--- src/rtl/device_lpif_resp.sv ---
// device_lpif_resp: LPIF device-side request decoder and in-order response queue.
// Writes/reads from received flits drive one-cycle memory strobes, ride an
// RD_LAT-deep pipeline, and land in a RSP_DEPTH-entry response queue whose head
// is presented as NDR/DRS flits on the LPIF transmit side.
// Build macro DEVICE_LPIF_RESP_CRC_EN adds a combinational CRC-16 over lp_data.
module device_lpif_resp #(
    parameter int DATA_W    = 512,
    parameter int MEM_W     = 128,
    parameter int RSP_DEPTH = 4,
    parameter int RD_LAT    = 2
) (
    input  logic              clk,
    input  logic              reset,
    input  logic              tx_online,
    input  logic              rx_online,
    input  logic              align_done,
    input  logic              align_error,
    input  logic              pl_exit_cg_req,
    input  logic              pl_trdy,
    input  logic              pl_valid,
    input  logic [DATA_W-1:0] pl_data,
    output logic              lp_exit_cg_ack,
    output logic [3:0]        lp_state_req,
    output logic              lp_valid,
    output logic              lp_irdy,
    output logic [DATA_W-1:0] lp_data,
    output logic [15:0]       crc_data,
    output logic              crc_data_valid,
    output logic [31:0]       mem_addr,
    output logic [MEM_W-1:0]  mem_wdata,
    output logic              mem_wr,
    output logic              mem_rd,
    input  logic [MEM_W-1:0]  mem_rdata,
    output logic              ovf_err
);
    localparam int PTR_W = $clog2(RSP_DEPTH);
    localparam int CNT_W = $clog2(RSP_DEPTH + RD_LAT + 1) + 1;

    typedef enum logic [1:0] {S_IDLE, S_CG_WAIT, S_RUN} state_e;

    typedef struct packed {
        logic        rd;
        logic [7:0]  tag;
        logic [31:0] addr;
    } req_t;

    typedef struct packed {
        logic             rd;
        logic [7:0]       tag;
        logic [31:0]      addr;
        logic [MEM_W-1:0] data;
    } rsp_t;

    state_e             state_q;
    logic               req_dly_q;
    logic               phy_ready;
    logic               mem_wr_q, mem_rd_q, ovf_q;
    logic [31:0]        mem_addr_q;
    logic [MEM_W-1:0]   mem_wdata_q;
    logic [RD_LAT-1:0]  pv_q;
    req_t               pipe_q [RD_LAT];
    rsp_t               q_mem [RSP_DEPTH];
    logic [PTR_W-1:0]   wr_ptr_q, rd_ptr_q;
    logic [PTR_W:0]     cnt_q;
    logic [CNT_W-1:0]   credit;
    logic [3:0]         op;
    logic               is_wr, is_rd, req_hit, accept, drop, push, pop;
    logic [DATA_W-1:0]  rsp_flit;
    rsp_t               head;
    logic               unused_pl;

    // Reserved flit fields carry nothing for this responder.
    assign unused_pl = ^pl_data;

    assign phy_ready = align_done & tx_online & rx_online & ~align_error;

    assign op      = pl_data[3:0];
    assign is_wr   = (op == 4'h1);
    assign is_rd   = (op == 4'h2);
    assign req_hit = (state_q == S_RUN) && phy_ready && pl_valid && (is_wr || is_rd);
    assign pop     = (cnt_q != '0) && pl_trdy;
    assign push    = pv_q[RD_LAT-1];

    // Outstanding work = queued + in flight; a pop this cycle frees its slot immediately.
    always_comb begin
        credit = CNT_W'(cnt_q) - CNT_W'(pop);
        for (int i = 0; i < RD_LAT; i++) credit = credit + CNT_W'(pv_q[i]);
    end

    assign accept = req_hit && (credit < CNT_W'(RSP_DEPTH));
    assign drop   = req_hit && !accept;

    // Link FSM: leave IDLE on PHY ready, enter RUN once the clock-gate exit handshake closes.
    always_ff @(posedge clk) begin
        if (reset) begin
            state_q   <= S_IDLE;
            req_dly_q <= 1'b0;
        end else begin
            req_dly_q <= pl_exit_cg_req;
            if (!phy_ready) begin
                state_q <= S_IDLE;
            end else begin
                case (state_q)
                    S_IDLE:    state_q <= S_CG_WAIT;
                    S_CG_WAIT: if (!pl_exit_cg_req && lp_exit_cg_ack) state_q <= S_RUN;
                    default:   state_q <= state_q;
                endcase
            end
        end
    end

    assign lp_exit_cg_ack = (state_q != S_IDLE) && req_dly_q;
    assign lp_state_req   = {3'b000, state_q != S_IDLE};

    // Memory strobes and address/data capture for accepted requests; sticky overflow.
    always_ff @(posedge clk) begin
        if (reset) begin
            mem_wr_q    <= 1'b0;
            mem_rd_q    <= 1'b0;
            mem_addr_q  <= '0;
            mem_wdata_q <= '0;
            ovf_q       <= 1'b0;
        end else begin
            mem_wr_q <= accept && is_wr;
            mem_rd_q <= accept && is_rd;
            if (accept) mem_addr_q <= pl_data[91:60];
            if (accept && is_wr) mem_wdata_q <= pl_data[128+MEM_W-1:128];
            if (drop) ovf_q <= 1'b1;
        end
    end

    assign mem_wr    = mem_wr_q;
    assign mem_rd    = mem_rd_q;
    assign mem_addr  = mem_addr_q;
    assign mem_wdata = mem_wdata_q;
    assign ovf_err   = ovf_q;

    // Latency pipeline feeding the response queue; link loss flushes both.
    always_ff @(posedge clk) begin
        if (reset || !phy_ready) begin
            pv_q     <= '0;
            wr_ptr_q <= '0;
            rd_ptr_q <= '0;
            cnt_q    <= '0;
        end else begin
            pv_q[0]          <= accept;
            pipe_q[0].rd     <= is_rd;
            pipe_q[0].tag    <= pl_data[15:8];
            pipe_q[0].addr   <= pl_data[91:60];
            for (int i = 1; i < RD_LAT; i++) begin
                pv_q[i]   <= pv_q[i-1];
                pipe_q[i] <= pipe_q[i-1];
            end
            if (push) begin
                q_mem[wr_ptr_q].rd   <= pipe_q[RD_LAT-1].rd;
                q_mem[wr_ptr_q].tag  <= pipe_q[RD_LAT-1].tag;
                q_mem[wr_ptr_q].addr <= pipe_q[RD_LAT-1].addr;
                q_mem[wr_ptr_q].data <= pipe_q[RD_LAT-1].rd ? mem_rdata : '0;
                wr_ptr_q             <= wr_ptr_q + PTR_W'(1);
            end
            if (pop) rd_ptr_q <= rd_ptr_q + PTR_W'(1);
            case ({push, pop})
                2'b10:   cnt_q <= cnt_q + 1'b1;
                2'b01:   cnt_q <= cnt_q - 1'b1;
                default: cnt_q <= cnt_q;
            endcase
        end
    end

    // Head entry formatted as an NDR/DRS flit; all-zero when nothing is queued.
    always_comb begin
        head     = q_mem[rd_ptr_q];
        rsp_flit = '0;
        if (cnt_q != '0) begin
            rsp_flit[3:0]             = head.rd ? 4'h5 : 4'h4;
            rsp_flit[15:8]            = head.tag;
            rsp_flit[91:60]           = head.addr;
            rsp_flit[128+MEM_W-1:128] = head.data;
        end
    end

    assign lp_data  = rsp_flit;
    assign lp_valid = (cnt_q != '0);
    assign lp_irdy  = (cnt_q != '0);

`ifdef DEVICE_LPIF_RESP_CRC_EN
    function automatic logic [15:0] crc16(input logic [DATA_W-1:0] d);
        logic [15:0] c;
        logic        fb;
        c = '0;
        for (int i = DATA_W - 1; i >= 0; i--) begin
            fb = c[15] ^ d[i];
            c  = {c[14:0], 1'b0};
            if (fb) c = c ^ 16'h8005;
        end
        return c;
    endfunction

    assign crc_data       = crc16(lp_data);
    assign crc_data_valid = lp_valid;
`else
    assign crc_data       = 16'h0000;
    assign crc_data_valid = 1'b0;
`endif

endmodule
--- config.mk ---
export PLATFORM = sky130hd
export DESIGN_NAME = device_lpif_resp
export DESIGN_NICKNAME = d
export VERILOG_FILES = /design/src/rtl/device_lpif_resp.sv
export SDC_FILE = /design/constraint.sdc
export NUM_CORES = 1
export LEC_CHECK = 0
export CAP_MARGIN = 20
export CELL_PAD_IN_SITES_DETAIL_PLACEMENT = 0
export CELL_PAD_IN_SITES_GLOBAL_PLACEMENT = 1
export CORE_AREA = 4 4 530 532
export CTS_CLUSTER_SIZE = 12
export DETAILED_ROUTE_END_ITERATION = 10
export DIE_AREA = 0 0 534 536
export HOLD_SLACK_MARGIN = 0.1
export PLACE_DENSITY = 0.49
export SYNTH_ARGS = -nofsm -noshare
export SYNTH_HDL_FRONTEND = slang
export SYNTH_SLANG_ARGS = --single-unit
export TNS_END_PERCENT = 1
--- constraint.sdc ---
create_clock -name clk -period 7.5 [get_ports clk]
set_input_delay 1.125 -clock clk [delete_from_list [all_inputs] [get_ports clk]]
set_output_delay 1.125 -clock clk [all_outputs]
set_load 0.1 [all_outputs]
======== Word-level counts from Yosys, hierarchy flattened ========
Memory sizes are Yosys's and may differ from the RTL's. A register that Yosys moved wholly into a read port is not among the register bits.
Index checks and enable logic that the tools add are counted.
operators by class
  eq/ne operators ......................... 7
  mux-type cells .......................... 15
  reduce and logical (&&, ||, !) cells .... 22
  bitwise operators ....................... 5
  magnitude comparators ................... 1
  $add $sub $neg .......................... 7
operators with widths
  cell                                                         count
  2-to-1 mux 128 bit                                           2
  2-to-1 mux 32 bit                                            1
  logical AND 1 bit                                            10
  adder 4 x 1 -> 4 bit                                         2
  2-to-1 mux 8 bit                                             1
  2-to-1 mux 2 bit                                             3
  case mux 3 bit (2 select lines)                              1
  nonzero test 2 bit                                           3
  2-to-1 mux 1 bit                                             5
  adder 2 x 1 -> 2 bit (second input constant)                 2
  equality test 2 x 1 -> 1 bit (second input constant)         2
  equality test 2 bit (second input constant)                  2
  equality test 4 x 1 -> 1 bit (second input constant)         1
  equality test 4 x 2 -> 1 bit (second input constant)         1
  less-than comparator 4 x 3 -> 1 bit (second input constant)  1
  case mux 2 bit (2 select lines)                              1
  subtractor 3 x 1 -> 4 bit                                    1
  adder 3 x 1 -> 3 bit (second input constant)                 1
  bitwise AND 1 bit                                            3
  logical NOT 1 bit                                            3
  2-to-1 mux 3 bit                                             1
  nonzero test 3 bit                                           1
  subtractor 3 x 1 -> 3 bit (second input constant)            1
  logical NOT 2 bit                                            1
  5 further kinds                                              7
word-level totals
  memories kept ........................... 2
  output and inout bits ................... 699
  logic and storage cells ................. 70
  bits in writable memories ............... 758
  register bits ........................... 175
  input port bits ......................... 649
memory list
  name    words  width  rd ports  clocked after Yosys merged registers in  write ports  RTL line  text
  q_mem   4      169    1         1                                        1            62        rsp_t q_mem [RSP_DEPTH];
  pipe_q  2      41     2         0                                        2            61        req_t pipe_q [RD_LAT];

======== Longest topological paths before layout ========
Gate-level depths: netlist of the first run.
  depth after elaboration ................. 9
  gate-level depth with buffers ........... 9
  gate-level depth less buffers ........... 7

======== Worst setup path after synthesis of the first run ========
OpenSTA, ideal clock, no wires.
  kind .................................... in2reg
  start ................................... in align_error
  end ..................................... mem q_mem[0][0] in the netlist's numbering (enable)
  setup slack ............................. -0.270 ns
  library setup time ...................... 0.550 ns
  data arrival time ....................... 7.220 ns
  cell stages on the path ................. 4
  required time ........................... 6.950 ns
  cell sequence ........................... and4b_1 -> nand2b_1 -> inv_1 -> and3_1
on the way
  longest elaborated chain between the ends .. 6
ends and longest elaborated chain
  what               RTL line  text
  from (decl)        17        input logic align_error,
  inverter 1 bit     75        assign phy_ready = align_done & tx_online & rx_online & ~align_error;
  bitwise AND 1 bit  75
  logical NOT 1 bit  140       if (reset || !phy_ready) begin
  logical OR 1 bit   140
  2-to-1 mux 1 bit   140
  2-to-1 mux 1 bit   158       q_mem[wr_ptr_q].data <= pipe_q[RD_LAT-1].rd ? mem_rdata : '0;
  to (decl)          62
Every way passes these cells.

==> results of run 1 <==
-- worst max-delay path, cell delays in order, from the launching register on --
cell and delay (ps):
dfxtp_4 700, buf_12 380, mux4_2 600, and2_1 210, clkdlybuf4s50_1 980
-- synthesized netlist by cell type, types with 3 or more instances --
cell type and n:
and2_1 300, and3_1 4, buf_1 3, buf_12 13, buf_2 19, buf_4 367, clkbuf_1 87, dfxtp_1 177
edfxtp_1 758, ha_1 7, inv_1 8, mux2i_1 162, mux4_2 169, nand2b_1 321, nand4_1 3, nor2_1 13
nor2b_1 4, nor3_1 4, xnor2_1 3, xor2_1 4
-- metal layers --
metal | vias up | part of all wire [%]
met4 | 22 | 2.4
met3 | 187 | 11
met1 | 10400 | 41
li1 | 9479 | -
met5 | - | 0.11
met2 | 820 | 46
-- flip-flops by register name, indices dropped and copies added (netlist names), 2 cells and up, named ones only --
| register | flops |
|---|---|
| q_mem | 676 |
| state_q | 2 |
| wr_ptr_q | 2 |
| pipe_q | 82 |
| pv_q | 2 |
| mem_wdata | 128 |
| rd_ptr_q | 2 |
| cnt_q | 3 |
| mem_addr | 32 |
-- cell families (layout without fill, tap and decap cells) --
| group | after synthesis | in the layout |
|---|---|---|
| AO/OA/AOI/OAI | 8 | 8 |
| flip-flops | 935 | 935 |
| XOR/XNOR | 7 | 7 |
| adder cells (fa/ha/maj) | 8 | 8 |
| buffers and inverters | 498 | 899 |
| other | 1 | 377 |
| multiplexers | 331 | 331 |
| AND/OR/NAND/NOR | 661 | 661 |
-- power groups by stage --
stage               clock, mW  sequential [mW]  combinational (mW)
floorplan                   0             5.69                1.03
CTS                      5.57             5.58                1.10
finish                   5.31             5.58                1.10
global placement            0             5.69                1.09
global route             5.76             5.58                1.14
detailed placement          0             5.69                1.10
-- final timing paths --
kind	slack, ps	endpoint	cells past startpoint	start
hold / removal	420	pipe_q[0][59]$_DFFE_PN_	0	pipe_q[0][18]$_DFFE_PN_
hold reg to reg	420	pipe_q[0][59]$_DFFE_PN_	0	pipe_q[0][18]$_DFFE_PN_
setup reg to reg	3530	mem_wdata[119]$_SDFFE_PP0P_	8	cnt_q[0]$_SDFFE_PP0N_
setup / recovery	2390	lp_data[63]	4	register
-- per-stage QoR --
stage          setup slack [ps]  power, mW  hold slack (ps)
2_1_floorplan              -270       6.72              400
3_3_place_gp               2570       6.79              401
3_5_place_dp               2590       6.79              405
4_1_cts                    2160       12.3              416
5_1_grt                    2100       12.5              417
6_report                   2390       12.0              418
-- area by class of cell --
class / instances / area [µm²]
fill: 29900 / 223000
sequential: 935 / 26300
clock inverter: 62 / 606
tap: 3705 / 4640
inverter: 8 / 32.5
antenna: 15 / 37.5
clock buffer: 145 / 3000
multi-input combinational: 1377 / 11200
timing repair buffer: 684 / 7000
==> metrics.md, run 1 <==
| Metric | Value |
|---|---|
| # IOs | 1348 |
| Area leader, netlist | edfxtp_1 |
| Fmax | 0.196 GHz |
| Core Region | 276000 µm² |
| Final Cycle Share | 68.1% |
| Comb power frac | 9.2% |
| Cell Area, Synth | 39600 µm² |
| Mux contribution to synthesized area | 13.7% |
| Die Ht | 536 µm |
| Number of global-route vias before repair | 22000 |
| Worst-Skew Late Latency | 740 ps |
| Post-cts gate resize count | 0 |
| Final min period | 5110 ps |
| Cells after Synth | 2449 |
| Buffers on Ports | 645 |
| Top_reg_cell synth | edfxtp_1 |
| Fin. Hold Viols | 0 |
| HP Class | register to register |
| Antenna Violating Nets Remaining | 0 |
| Top cell type's share of synthesized area | 57.5% |
| DIE AREA | 286000 µm² |
| First-pass GRT wire length | 168000 µm |
| Die W | 534 µm |
| Seq pwr share | 46.6% |
| Clock power share | 44.3% |
| Setup Fix Bufs, Post-CTS | 0 |
| DR vias | 20900 |
| Starting density of the core | 14.3% |
| Pin count of the biggest net entering global routing | 133 |
| H-tree depth | 3 |
| Crit path DAT | 3980 ps |
| Dpl cells | 6708 |
| Setup crit start kind | register |
| Fraction of layout cells with a size suffix above 1 | 12.8% |
| Total Routing Usage GR | 8.13% |
| Psw | 3.23 mW |
| Post-synth cell types | 40 |
| 1st-iter DRT viols | 1236 |
| Synth Area in XOR/XNOR | 0.155% |
| Buffer depth of the longest clock path | 3 |
| CTS tree | built |
| Worst relative slew slack | 22.1% |
| Cts bufs inserted | 113 |
| Post-DR vias/cell | 3.01 |
| Peak supply drop | 212 µV |
| Crit end category | output pin |
| Final clock skew | 43.3 ps |
| Commonest non-fill, non-tap cells in the layout | edfxtp_1, clkdlybuf4s50_1, conb_1, nand2b_1, and2_1 |
| Synth Area in Compound Gates | 0.177% |
| Final count of negative-setup-slack endpoints | 0 |
| GRT busiest layer | met2 |
| Drt wl/cell | 17.6 µm |
| Mean post-synth cell area | 16.2 µm² |
| Flops & latches, synth | 935 |
| Slew of the pin with the lowest slew margin | 1160 ps |
| Pwr Density | 227 nW/µm² |
| Initial antenna violation count | 35 |
| RSZ-0062 raised after global routing | no |
| Simple-Gate Fraction of Synth Area | 10.4% |
| Worst EP required | 6380 ps |
| Crit Path Class | register to output pin |
| M2 GR Usage | 12.7% |
| Num rows | 193 |
| Switching share of power | 27.0% |
| Maxcap violations | 0 |
| Drt total wl | 122000 µm |
| Main combinational cell family by area after synthesis | multiplexers |
| Top cells by area, synth | edfxtp_1, mux4_2, dfxtp_1 |
| Synth Area in Adders | 0.272% |
| Reg clk slew, reported paths | 60 ps |
| Placed cell areas | 49100 µm² |
| Most common cell after layout, fill and taps aside | edfxtp_1 |
| Post-synthesis sequential area ratio | 66.5% |
| Post-DP HPWL | 83200 µm |
| Yosys Warn Count | 0 |
| Clk root buf | clkbuf_16 |
| TritonCTS Sinks | 935 |
| Final Util | 19.1% |
| Fin cells | 6931 |
| Asr flop ratio synth | 0% |
| GP Congestion | 0.720 |
| EDFF count, synth | 758 |
| First-pass detailed-route iteration total | 5 |
| Hold_buf cts | 0 |
| Worst-path maximum fanout | 58 |
| Setup_tns | 0 ps |
| LEAKAGE | 16.6 nW |
| Cell internal pwr | 8.76 mW |
| Status | complete, no violations |
| # nets final | 3776 |
| Max-slew violation count | 0 |
| Residual DRC count | 0 |
| Area grow syn2layout | 33.4% |
| Overflow after GRT | 0 |
| M1 GR Usage | 9.92% |
| Met3 usage | 3.89% |
| Fin area | 52800 µm² |
Note: power is estimated with default switching activity, not from simulation.
==> run 2, diff against run 1 <==
clock period = 4.1 ns   (was 7.5 ns; I/O delays follow)
==> run 2 against run 1 <==
Compared with the run above: sequential share of layout area up 0.082 points; critical path depth up 1; setup slack worse by 1700 ps; utilization about the same; die area unchanged; cell count up 0.43%; total power up 83%; sequential power up 83%; global-route usage about the same; largest cell class unchanged; register-to-register slack worse by 2700 ps; clock power up 83%; non-clock buffer count up 31.
==> metrics.md, run 2 (synthesized netlist as in run 1, its figures left out) <==
| Metric | Value |
|---|---|
| Crit end category | output pin |
| Worst-Skew Late Latency | 720 ps |
| DIE AREA | 286000 µm² |
| Final Util | 19.1% |
| Reg clk slew, reported paths | 60 ps |
| Initial antenna violation count | 39 |
| Buffers on Ports | 645 |
| First-pass detailed-route iteration total | 5 |
| PnR worst setup slack | 696 ps |
| Pre-CTS setup slack | 375 ps |
| HP Class | primary input to register |
| Hold_buf cts | 0 |
| Starting density of the core | 14.3% |
| Residual DRC count | 0 |
| Setup crit start kind | register |
| Fmax | 0.294 GHz |
| Crit path DAT | 2790 ps |
| Pwr Density | 416 nW/µm² |
| Max-slew violation count | 0 |
| R2R depth | 9 |
| Post-DP HPWL | 83900 µm |
| Core Region | 276000 µm² |
| Hold Path Depth | 2 |
| Post-DR vias/cell | 3.02 |
| Num rows | 193 |
| Slowest CP cell | mux4_2 |
| FF-to-FF setup slack | 790 ps |
| Maxcap violations | 0 |
| Cts bufs inserted | 110 |
| Status | complete, no violations |
| Max reg flops | 676 |
| Worst relative slew slack | 25.3% |
| TritonCTS Sinks | 935 |
| DR vias | 21100 |
| LEAKAGE | 17.1 nW |
| 1st-iter DRT viols | 1120 |
| Reg with most FFs | q_mem |
| # nets final | 3804 |
| RSZ-0062 raised after global routing | no |
| Final min period | 3400 ps |
| Crit path buf inv count | 3 |
| Drt wl/cell | 17.5 µm |
| Area grow syn2layout | 33.2% |
| Setup crit end | lp_data[137] |
| Delay-heaviest family, CP | buffers and inverters |
| Worst EP required | 3480 ps |
| Worst-path maximum fanout | 37 |
| Die W | 534 µm |
| First-pass GRT wire length | 169000 µm |
| Fraction of layout cells with a size suffix above 1 | 18.5% |
| Post-cts gate resize count | 0 |
| Critical path cell sequence | buf_12, buf_12, mux4_2, and2_1, buf_4 |
| Number of global-route vias before repair | 22300 |
| Overflow after GRT | 0 |
| Most common cell after layout, fill and taps aside | edfxtp_1 |
| Die Ht | 536 µm |
| Fill cells | 29800 |
| CTS tree | built |
| WP depth | 5 |
| Clk root buf | clkbuf_16 |
| Drt total wl | 122000 µm |
| Antenna Violating Nets Remaining | 0 |
| Pin count of the biggest net entering global routing | 155 |
| Buffer depth of the longest clock path | 3 |
| CP most frequent cell | buf_12 |
| H-tree depth | 3 |
| Final clock skew | 39.6 ps |
| Slew of the pin with the lowest slew margin | 1120 ps |
| Setup Fix Bufs, Post-CTS | 0 |
| Final count of negative-setup-slack endpoints | 0 |
| Critical R2R Launch | cnt_q[0]$_SDFFE_PP0N_ |
| # IOs | 1348 |
| Final Cycle Share | 83.0% |
| Slowest stage delay, CP | 550 ps |
| Peak supply drop | 360 µV |
| Fin. Hold Viols | 0 |
| Total Routing Usage GR | 8.12% |
| Area of the multi-input gates | 11200 µm² |
| GP Congestion | 0.731 |
| Commonest non-fill, non-tap cells in the layout | edfxtp_1, clkdlybuf4s50_1, conb_1, nand2b_1, and2_1 |
| Register Area | 26300 µm² |
| Reg2Reg Capture Point | mem_wdata[25]$_SDFFE_PP0P_ |
| Crit Path Class | register to output pin |
[run 2: layout make-up]
class	count	area share, %
Inverter	8	0.0641
Clock buffer	137	5.55
Multi-Input combinational cell	1377	21.2
Tap cell	3705	8.79
Clock inverter	69	1.24
Timing Repair Buffer	715	13.2
Antenna cell	15	0.0712
Sequential cell	935	49.9
[run 2: power by group]
group          switching, mW  leakage, nW  internal, mW  total [mW]
clock                   4.12         1.77          5.58        9.70
combinational           1.66         7.11         0.355        2.01
sequential           0.00303         8.25          10.2        10.2
[run 2: worst min-delay path by stage]
stage                            start                 endpoint  slack [ps]
2_1_floorplan   pipe_q[0][0]$_DFFE_PN_  pipe_q[0][41]$_DFFE_PN_         400
3_3_place_gp   pipe_q[0][26]$_DFFE_PN_  pipe_q[0][67]$_DFFE_PN_         400
3_5_place_dp    pipe_q[0][7]$_DFFE_PN_  pipe_q[0][48]$_DFFE_PN_         400
4_1_cts                          reset     req_dly_q$_SDFF_PP0_         140
5_1_grt                          reset     req_dly_q$_SDFF_PP0_         180
6_report                         reset     req_dly_q$_SDFF_PP0_         250
[run 2: metal layers]
metal | GRT usage (%) | wire length [µm] | up-vias
met1 | 9.94 | 49800 | 10400
li1 | - | - | 9535
met3 | 3.97 | 13800 | 216
met5 | 0 | 204 | -
met2 | 12.6 | 54100 | 837
met4 | 2.43 | 3570 | 30
[run 2: worst register-to-register path: cells and delay by family, from the launching register on]
kind	cells	cell delay [ps]
mux	1	260
compound gates	3	1380
flops	1	350
xor+xnor	1	270
fa+ha+maj	1	330
buf+inv	2	590
simple gates	1	90
[run 2: per-stage QoR]
stage | power, mW | hold slack, ps | setup TNS (ps) | cell area [µm²] | std cells
2_1_floorplan | 12.3 | 400 | -243780 | 41000 | 2810
3_3_place_gp | 12.4 | 404 | 0 | 49100 | 6738
3_5_place_dp | 12.4 | 405 | 0 | 49100 | 6739
4_1_cts | 22.4 | 142 | 0 | 52700 | 6945
5_1_grt | 22.8 | 181 | 0 | 52700 | 6948
6_report | 21.9 | 255 | 0 | 52700 | 6961
